**src/rtl/bp_me_mem_cmd_packer.sv**
```systemverilog
// bp_me_mem_cmd_packer
// Collects one memory command header and, for writes, the data beats that
// follow it. It presents them together as a single packed command: header
// plus one block-wide data field.
// Optional feature macro: BP_ME_MEM_CMD_PACKER_ERR_CHECK_EN enables the sticky
// protocol error flag. Without it, error_o is tied to 0.
module bp_me_mem_cmd_packer #(
    parameter int header_width_p = 128,
    parameter int data_width_p   = 64,
    parameter int block_width_p  = 512,
    parameter int size_lsb_p     = 0,
    parameter int size_width_p   = 3,
    parameter int wr_bit_p       = 8
) (
    input  logic                      clk_i,
    input  logic                      reset_n_i,

    input  logic [header_width_p-1:0] header_i,
    input  logic                      header_v_i,
    output logic                      header_ready_and_o,

    input  logic [data_width_p-1:0]   data_i,
    input  logic                      data_v_i,
    output logic                      data_ready_and_o,

    output logic [header_width_p-1:0] cmd_header_o,
    output logic [block_width_p-1:0]  cmd_data_o,
    output logic                      cmd_v_o,
    input  logic                      cmd_yumi_i,

    output logic                      error_o
);

    localparam int beats_lp          = block_width_p / data_width_p;
    localparam int bytes_per_beat_lp = data_width_p / 8;
    // Five bits hold a beat count of up to 16, including the final value.
    localparam int cnt_width_lp      = 5;
    localparam logic [cnt_width_lp-1:0] cnt_one_lp = cnt_width_lp'(1);

    typedef enum logic [1:0] {
        E_IDLE,
        E_DATA,
        E_SEND
    } state_e;

    state_e                    state_r, state_n;
    logic [header_width_p-1:0] header_r;
    logic [block_width_p-1:0]  data_r;
    logic [cnt_width_lp-1:0]   cnt_r;
    logic [cnt_width_lp-1:0]   beats_r;

    logic                      header_accept;
    logic                      beat_accept;
    logic                      last_beat;
    logic [size_width_p-1:0]   header_size;
    logic                      header_wr;

    // Beats needed for a transfer of 2^size bytes. At least one beat is used.
    // The count is saturated at the number of beats in a block.
    function automatic logic [cnt_width_lp-1:0] beat_count(
        input logic [size_width_p-1:0] size
    );
        logic [31:0] bytes;
        logic [31:0] n;
        bytes = 32'd1 << size;
        n     = bytes / 32'(bytes_per_beat_lp);
        if (n == 32'd0) begin
            n = 32'd1;
        end
        if (n > 32'(beats_lp)) begin
            n = 32'(beats_lp);
        end
        return n[cnt_width_lp-1:0];
    endfunction

    assign header_size = header_i[size_lsb_p +: size_width_p];
    assign header_wr   = header_i[wr_bit_p];
    assign last_beat   = ((cnt_r + cnt_one_lp) == beats_r);

    // State register. Reset forces IDLE immediately and discards any pending command.
    always_ff @(posedge clk_i or negedge reset_n_i) begin
        if (!reset_n_i) begin
            state_r <= E_IDLE;
        end else begin
            state_r <= state_n;
        end
    end

    // Next-state and handshake outputs. All handshake outputs are Moore outputs of the state.
    always_comb begin
        state_n            = state_r;
        header_ready_and_o = 1'b0;
        data_ready_and_o   = 1'b0;
        cmd_v_o            = 1'b0;
        header_accept      = 1'b0;
        beat_accept        = 1'b0;
        unique case (state_r)
            E_IDLE: begin
                header_ready_and_o = 1'b1;
                if (header_v_i) begin
                    header_accept = 1'b1;
                    state_n       = header_wr ? E_DATA : E_SEND;
                end
            end
            E_DATA: begin
                data_ready_and_o = 1'b1;
                if (data_v_i) begin
                    beat_accept = 1'b1;
                    if (last_beat) begin
                        state_n = E_SEND;
                    end
                end
            end
            E_SEND: begin
                cmd_v_o = 1'b1;
                if (cmd_yumi_i) begin
                    state_n = E_IDLE;
                end
            end
            default: begin
                state_n = E_IDLE;
            end
        endcase
    end

    // Header capture, buffer clear on a new header, and beat placement.
    // Each beat lands in the slot given by the running beat counter.
    always_ff @(posedge clk_i or negedge reset_n_i) begin
        if (!reset_n_i) begin
            header_r <= '0;
            data_r   <= '0;
            cnt_r    <= '0;
            beats_r  <= '0;
        end else if (header_accept) begin
            header_r <= header_i;
            data_r   <= '0;
            cnt_r    <= '0;
            beats_r  <= beat_count(header_size);
        end else if (beat_accept) begin
            cnt_r <= cnt_r + cnt_one_lp;
            for (int i = 0; i < beats_lp; i++) begin
                if (cnt_r == cnt_width_lp'(i)) begin
                    data_r[i*data_width_p +: data_width_p] <= data_i;
                end
            end
        end
    end

    assign cmd_header_o = header_r;
    assign cmd_data_o   = data_r;

`ifdef BP_ME_MEM_CMD_PACKER_ERR_CHECK_EN
    logic error_r;
    logic stray_beat;
    logic oversize;

    // A write whose byte count exceeds the block cannot be represented.
    function automatic logic too_big(input logic [size_width_p-1:0] size);
        logic [31:0] bits;
        bits = (32'd1 << size) << 3;
        return (bits > 32'(block_width_p));
    endfunction

    assign stray_beat = data_v_i && (state_r != E_DATA);
    assign oversize   = header_accept && header_wr && too_big(header_size);

    // Sticky error flag. Only reset clears it.
    always_ff @(posedge clk_i or negedge reset_n_i) begin
        if (!reset_n_i) begin
            error_r <= 1'b0;
        end else if (stray_beat || oversize) begin
            error_r <= 1'b1;
        end
    end

    assign error_o = error_r;
`else
    assign error_o = 1'b0;
`endif

endmodule

```
**config.mk**
```make
export PLATFORM = sky130hd
export DESIGN_NAME = bp_me_mem_cmd_packer
export DESIGN_NICKNAME = d
export VERILOG_FILES = /design/src/rtl/bp_me_mem_cmd_packer.sv
export SDC_FILE = /design/constraint.sdc
export NUM_CORES = 1
export LEC_CHECK = 0
export CORE_AREA = 2 2 326 328
export DETAILED_ROUTE_END_ITERATION = 16
export DIE_AREA = 0 0 328 330
export PLACE_DENSITY = 0.54
export SETUP_SLACK_MARGIN = 0.2
export SKIP_LAST_GASP = 1
export SLEW_MARGIN = 15
export SYNTH_ARGS = -nofsm -noshare
export SYNTH_HDL_FRONTEND = slang
export SYNTH_SLANG_ARGS = --single-unit
```
**constraint.sdc**
```tcl
create_clock -name clk_i -period 3.5 [get_ports clk_i]
set_input_delay 0.525 -clock clk_i [delete_from_list [all_inputs] [get_ports clk_i]]
set_output_delay 0.525 -clock clk_i [all_outputs]
set_load 0.02 [all_outputs]
```
==> results of run 1 <==
[path summary, 6_finish.rpt]
path                                       from                 end  slack [ps]  cells after the start
min in group asynchronous             reset_n_i     cmd_data_o[294]         520                      2
worst min register to register  cmd_header_o[8]     cmd_header_o[8]         470                      2
max in group asynchronous             reset_n_i     cmd_data_o[379]        1980                      3
worst min-delay path               header_i[26]    cmd_header_o[26]         420                      3
worst max register to register         cnt_r[3]     cmd_data_o[383]        1060                      6
worst max-delay path                 state_r[0]  header_ready_and_o         860                      2
[worst max-delay path, stage by stage (launching register included)]
cell,delay [ps]
sky130_fd_sc_hd__dfrtp_1,510
sky130_fd_sc_hd__nor2_1,270
sky130_fd_sc_hd__clkdlybuf4s50_1,720
[where the power goes]
part	leakage, nW	switching, W	internal (W)
clock network	1.28	0.00336	0.00501
registers	8.83	0.00107	0.00928
logic	6.39	0.00656	0.00433
total	16.5	0.0110	0.0186
[per-stage QoR]
stage / hold slack [ps] / utilization [%] / power (W) / std cells
floorplan: 229 / - / 0.0158 / 2911
global placement: 457 / 35.0 / 0.0214 / 4953
detailed placement: 461 / 35.0 / 0.0215 / 4953
CTS: 351 / 37.5 / 0.0300 / 5090
global route: 378 / 37.5 / 0.0312 / 5093
finish: 418 / 37.5 / 0.0296 / 5093
[cell usage after synthesis, types with 5 or more instances]
| cell type | count |
|---|---|
| sky130_fd_sc_hd__o21ai_0 | 7 |
| sky130_fd_sc_hd__clkbuf_1 | 47 |
| sky130_fd_sc_hd__buf_8 | 60 |
| sky130_fd_sc_hd__buf_4 | 8 |
| sky130_fd_sc_hd__and3_1 | 5 |
| sky130_fd_sc_hd__nor2_1 | 6 |
| sky130_fd_sc_hd__buf_2 | 92 |
| sky130_fd_sc_hd__buf_1 | 14 |
| sky130_fd_sc_hd__a21oi_2 | 120 |
| sky130_fd_sc_hd__buf_12 | 14 |
| sky130_fd_sc_hd__dfrtp_1 | 652 |
| sky130_fd_sc_hd__buf_6 | 26 |
| sky130_fd_sc_hd__nand2_2 | 120 |
| sky130_fd_sc_hd__a21oi_1 | 394 |
| sky130_fd_sc_hd__nand2_1 | 1297 |
[cell type report]
type,instances,area (sq um),area share (%)
diodes,3,7.51,0.0191
clock buffers,110,2250,5.74
clock inverters,26,354,0.902
inverters,3,11.3,0.0287
multi-input cells,1995,9270,23.6
flip-flops and latches,652,16300,41.6
well taps,1391,1740,4.43
repair buffers,913,9310,23.7
[flip-flops by register name, indices dropped and copies added (netlist names)]
| register | flops |
|---|---|
| cmd_data_o | 512 |
| cmd_header_o | 128 |
| beats_r | 5 |
| cnt_r | 5 |
| state_r | 2 |
[cell usage in the layout (no fill, tap or decap), drive strengths merged, types with 2 or more instances in the layout]
cell type and instances:
o21ai 7, nand4 4, bufinv 7, nor2b 3, nand3 7, and4 4
nand2 1417, clkbuf 110, diode 3, xnor2 2, buf 74, and3 5
a21oi 514, clkdlybuf4s50 838, nand3b 2, nor2 7, clkinvlp 3, xor2 4
ha 4, clkinv 12, inv 7, dfrtp 652
[per-layer routing]
| metal | share of wire [%] | track usage (%) | vias to the layer above |
|---|---|---|---|
| li1 | - | - | 10700 |
| met1 | 42 | 25.6 | 11300 |
| met2 | 47 | 32.9 | 792 |
| met3 | 7.7 | 6.14 | 166 |
| met4 | 3.1 | 7.17 | 0 |
| met5 | 0 | 0 | - |
[kinds of logic (layout without fill, tap and decap cells)]
logic type                 Yosys count  after routing  synth area share [%]
xor gates and xnor gates             7              7                 0.275
other                                1              4                0.0135
DFF                                652            652                  58.9
AOI/OAI and AO/OA                  527            527                  11.2
adders and majority gates            4              4                 0.181
and+or+nand+nor                   1456           1456                  21.4
buffers and inverters              264           1052                  8.06
[timing repair]
item                                   4_1_cts  5_1_grt
hold buffers                                 1        0
setup buffers                                0        0
endpoints found under the hold margin       50        0
==> qor.tcl, run 1 <==
set qor(clkTransAtPathRegs_ps) 60
set qor(finalMaxSlewViolations) 0
set qor(yosysWarningCount) 0
set qor(final.fill_count) 10500
set qor(max_cap_violations) 0
set qor(layout_worst_path_cycle_share_pct) 75.5
set qor(clkSinkCount) 652
set qor(detail_route.wirelength_um) 112000
set qor(final_area_sq_um) 39300
set qor(grt_max_degree) 91
set qor(worst_slack_ps) 857
set qor(fmaxAchievable_mhz) 378
set qor(place_ws_ps) 629
set qor(average_vias_per_placed_instance) 4.49
set qor(via_count_of_the_first_global_routing_pass) 23000
set qor(worstHoldPathType) {in -> reg}
set qor(synthDistinctLibCells) 42
set qor(synth_area_leader_cell) {sky130_fd_sc_hd__dfrtp_1}
set qor(max-slew-margin-rel_pct) 30.8
set qor(firstDrtPassIters) 5
set qor(critPathCaptureType) {output pin}
set qor(cts_tree) {done}
set qor(worst-endpoint-required_ps) 2970
set qor(die-width_um) 328
set qor(area_growth_syn_to_layout_pct) 41.7
set qor(synth_largest_type_area_fraction_pct) 58.9
set qor(synth-edff-count) 0
set qor(postSynthCellCount) 2911
set qor(die_height_um) 330
set qor(post-route-drc-count) 0
set qor(grt_util_all_layers_pct) 20.3
set qor(synth-seq-area-share_pct) 58.9
set qor(coreArea_sq_um) 105000
set qor(total_congestion_overflow) 0
set qor(placementRows) 119
set qor(post_synth_instance_area_sq_um) 27700
set qor(worst_ep_arrival_time_ps) 2120
set qor(postSynthRegisterBits) 652
set qor(tritoncts.num_buffers) 77
set qor(worst_setup_path_start_kind) {flop}
set qor(ir_worst_vdd_uv) 445
set qor(synthFlopType) {sky130_fd_sc_hd__dfrtp_1}
set qor(clkLatencyLatePin_ps) 630
set qor(routed_wire_length_per_instance_um) 22.1
set qor(rsz0062_at_grt) {false}
set qor(cts.htree.levels) 3
set qor(report.final.setup_viol) 0
set qor(postCtsResizedCells) 0
set qor(pwr_density_cell_nw_per_um2) 754
set qor(status) {finished clean}
set qor(synth.net_count) 3112
set qor(finalHoldViolations) 0
set qor(synth_area_per_cell_sq_um) 9.52
set qor(period_needed_ps) 2640
set qor(cts_root_buffer) {sky130_fd_sc_hd__clkbuf_16}
set qor(place.gp.congestion) 0.814
set qor(floorplan.initialDensity_pct) 26.5
set qor(final_layout_size_suffix_gt1_share_pct) 12.3
set qor(fp.dieArea_sq_um) 108000
set qor(max_slew.worst_pin.slew_ps) 1040
set qor(dp_hpwl_um) 77000
set qor(crit_type) {reg -> out}
set qor(setup_tns_ps) 0
set qor(nets) 3843
set qor(cts.path.max_buffers) 3
set qor(grt_antenna_before_repair) 5
set qor(timing.clock.skew_ps) 24.9
set qor(synthArstFlopShare_pct) 100
set qor(grt_first_pass_wirelength_um) 163000
set qor(antenna_left) 0
set qor(drt_iter0_markers) 1702
set qor(placement.io_buffers) 839
set qor(ios) 841
set qor(p_leak_nw) 16.5
set qor(timing.critical_path.fanout_max) 10
set qor(yosys-top-cells-area) {sky130_fd_sc_hd__dfrtp_1 (59%), sky130_fd_sc_hd__nand2_1 (18%), sky130_fd_sc_hd__a21oi_1 (7.1%)}
set qor(post_dp_cell_area_sq_um) 36600
set qor(detailroute.via_count) 22900
(Power assumes the default switching activity.)
==> run 2: changes to the inputs <==
CORE_AREA = 2 2 325 327   (was 2 2 326 328)
DIE_AREA = 0 0 327 329   (was 0 0 328 330)
PLACE_DENSITY = 0.56   (was 0.54)
clock period = 2.13 ns   (was 3.5 ns; I/O delays follow)
==> qor.tcl, run 2 (synthesized netlist as in run 1, its figures left out) <==
set qor(status) {finished clean}
set qor(crit-reg2reg-launch) {state_r[0]}
set qor(coreArea_sq_um) 104000
set qor(floorplan.initialDensity_pct) 26.6
set qor(report.power.total_w) 0.0469
set qor(grt_antenna_before_repair) 2
set qor(period_needed_ps) 1830
set qor(routed-wl-met2_um) 52000
set qor(clkLatencyLatePin_ps) 640
set qor(firstDrtPassIters) 5
set qor(crit_type) {reg -> out}
set qor(report.final.setup_viol) 0
set qor(die_height_um) 329
set qor(crit_path_cell_trace) {buf_4 > and2b_1 > buf_2}
set qor(detailroute.via_count) 23300
set qor(final-seq-area_sq_um) 16300
set qor(cts_tree) {done}
set qor(dr_wl_met3_um) 8200
set qor(p_leak_nw) 20.2
set qor(finalHoldViolations) 0
set qor(maxUsedRoutingLayer) {met5}
set qor(most_common_cell_after_layout_fill_and_taps_aside) {sky130_fd_sc_hd__nand2_1}
set qor(critPathCaptureType) {output pin}
set qor(place_ws_ps) -116
set qor(cts_root_buffer) {sky130_fd_sc_hd__clkbuf_16}
set qor(die-width_um) 327
set qor(max-slew-margin-rel_pct) 49.5
set qor(total_switching_power_w) 0.0179
set qor(worst-endpoint-required_ps) 1810
set qor(antenna_left) 0
set qor(cts.path.max_buffers) 3
set qor(worstHoldPathType) {in -> async}
set qor(ir_worst_vdd_uv) 638
set qor(switching_fraction_of_total_power_pct) 38.2
set qor(fin_hold_ws_ps) 180
set qor(final_core_util_pct) 37.8
set qor(drt_iter0_markers) 1659
set qor(met1_length_um) 46900
set qor(timing.clock.skew_ps) 16.9
set qor(grt_util_all_layers_pct) 20.3
set qor(grt_first_pass_wirelength_um) 163000
set qor(rsz0062_at_grt) {false}
set qor(timing.critical_path.slowest_cell_delay_ps) 410
set qor(timing.critical_path.fanout_max) 5
set qor(cts.htree.levels) 3
set qor(multiInputGateArea_sq_um) 9280
set qor(worst_setup_path_start_kind) {flop}
set qor(intPower_w) 0.0290
set qor(max_cap_violations) 0
set qor(via_count_of_the_first_global_routing_pass) 23800
set qor(clkSinkCount) 652
set qor(pwr_density_cell_nw_per_um2) 1190
set qor(clkTransAtPathRegs_ps) 60
set qor(most-common-layout-cells) {sky130_fd_sc_hd__nand2_1 (1296), sky130_fd_sc_hd__dfrtp_1 (652), sky130_fd_sc_hd__dlygate4sd2_1 (592)}
set qor(worst_ep_arrival_time_ps) 1510
set qor(largest_register_ffs) 512
set qor(final.fill_count) 10700
set qor(max_slew.worst_pin.slew_ps) 757
set qor(tritoncts.num_buffers) 76
set qor(final_layout_size_suffix_gt1_share_pct) 14.0
set qor(placementRows) 119
set qor(detail_route.wirelength_um) 111000
set qor(fp.dieArea_sq_um) 108000
set qor(dp_hpwl_um) 77900
set qor(fmaxAchievable_mhz) 546
set qor(place.gp.congestion) 0.821
set qor(share_seq_of_total_power_pct) 36.0
set qor(power.clock.fraction_pct) 28.5
set qor(combPwrFrac_pct) 35.5
set qor(crit_path_top_delay_cell) {sky130_fd_sc_hd__dfrtp_1}
set qor(finalMaxSlewViolations) 0
set qor(nets) 3907
set qor(worst_slack_ps) 298
set qor(ff2ff_path_depth) 7
set qor(layout_worst_path_cycle_share_pct) 86.0
set qor(routed_wire_length_per_instance_um) 21.5
set qor(reg2reg_to) {cmd_data_o[124]}
set qor(ios) 841
set qor(area_growth_syn_to_layout_pct) 42.3
set qor(grt_max_degree) 84
set qor(placement.io_buffers) 839
set qor(rrSetupSlack_ps) 330
set qor(average_vias_per_placed_instance) 4.51
set qor(post-route-drc-count) 0
set qor(total_congestion_overflow) 0
-- run 2: cell count changes in the layout (fill, tap and decap cells not counted), moves of 3 or more --
cell,delta
sky130_fd_sc_hd__buf_12,+31
sky130_fd_sc_hd__clkinv_2,+3
sky130_fd_sc_hd__buf_4,+33
sky130_fd_sc_hd__dlygate4sd2_1,+592
sky130_fd_sc_hd__clkdlybuf4s50_1,-643
sky130_fd_sc_hd__clkbuf_1,+3
sky130_fd_sc_hd__dlymetal6s2s_1,+48
sky130_fd_sc_hd__ha_1,-3
sky130_fd_sc_hd__ha_2,+3
-- run 2: stage by stage --
step / cells / area (sq um) / setup TNS [ps]
6_report: 5158 / 39400 / 0
5_1_grt: 5155 / 39400 / 0
4_1_cts: 5155 / 39300 / -24.4
3_5_place_dp: 5017 / 37500 / -20050
3_3_place_gp: 5017 / 37500 / -6690
2_1_floorplan: 2911 / 27700 / 0
-- run 2: final cells by class --
class                           instances  area share [%]
Clock buffer                          111            5.61
Tap cell                             1391            4.41
Inverter                                3          0.0285
Clock inverter                         25           0.796
Timing Repair Buffer                  978            24.2
Antenna cell                            3          0.0190
Multi-Input combinational cell       1995            23.5
Sequential cell                       652            41.4
-- run 2: repair_timing --
item	CTS	global route
setup buffers	1	0
gates resized for setup	604	58
setup endpoints to repair	643	239
endpoints found under the hold margin	218	0
hold buffers	1	0
-- run 2: worst max path at each step --
stage                           from            endpoint  cells after the start
after global placement      data_v_i     cmd_data_o[383]                      6
after CTS                 state_r[1]  header_ready_and_o                      2
final                     state_r[0]    data_ready_and_o                      3
after floorplan             cnt_r[0]     cmd_data_o[452]                      7
after global routing        cnt_r[1]     cmd_data_o[383]                      6
after detailed placement    data_v_i     cmd_data_o[343]                      6
-- run 2: power by group through the flow --
stage | registers [W] | clock network [W] | logic [W]
2_1_floorplan | 0.0203 | 0 | 0.00566
3_3_place_gp | 0.0171 | 0 | 0.0187
3_5_place_dp | 0.0172 | 0 | 0.0187
4_1_cts | 0.0169 | 0.0137 | 0.0169
5_1_grt | 0.0173 | 0.0142 | 0.0180
6_report | 0.0169 | 0.0134 | 0.0167
-- run 2: per-layer routing --
layer,track usage [%],vias up
met3,5.26,169
met2,32.9,854
met4,8.05,2
li1,-,10800
met5,0,-
met1,25.8,11500
-- run 2: critical path, delay by kind of cell, from the launching register on --
family,cells,cell delay (ps)
buffers and inverters,2,330
DFF,1,410
and+or+nand+nor,1,140
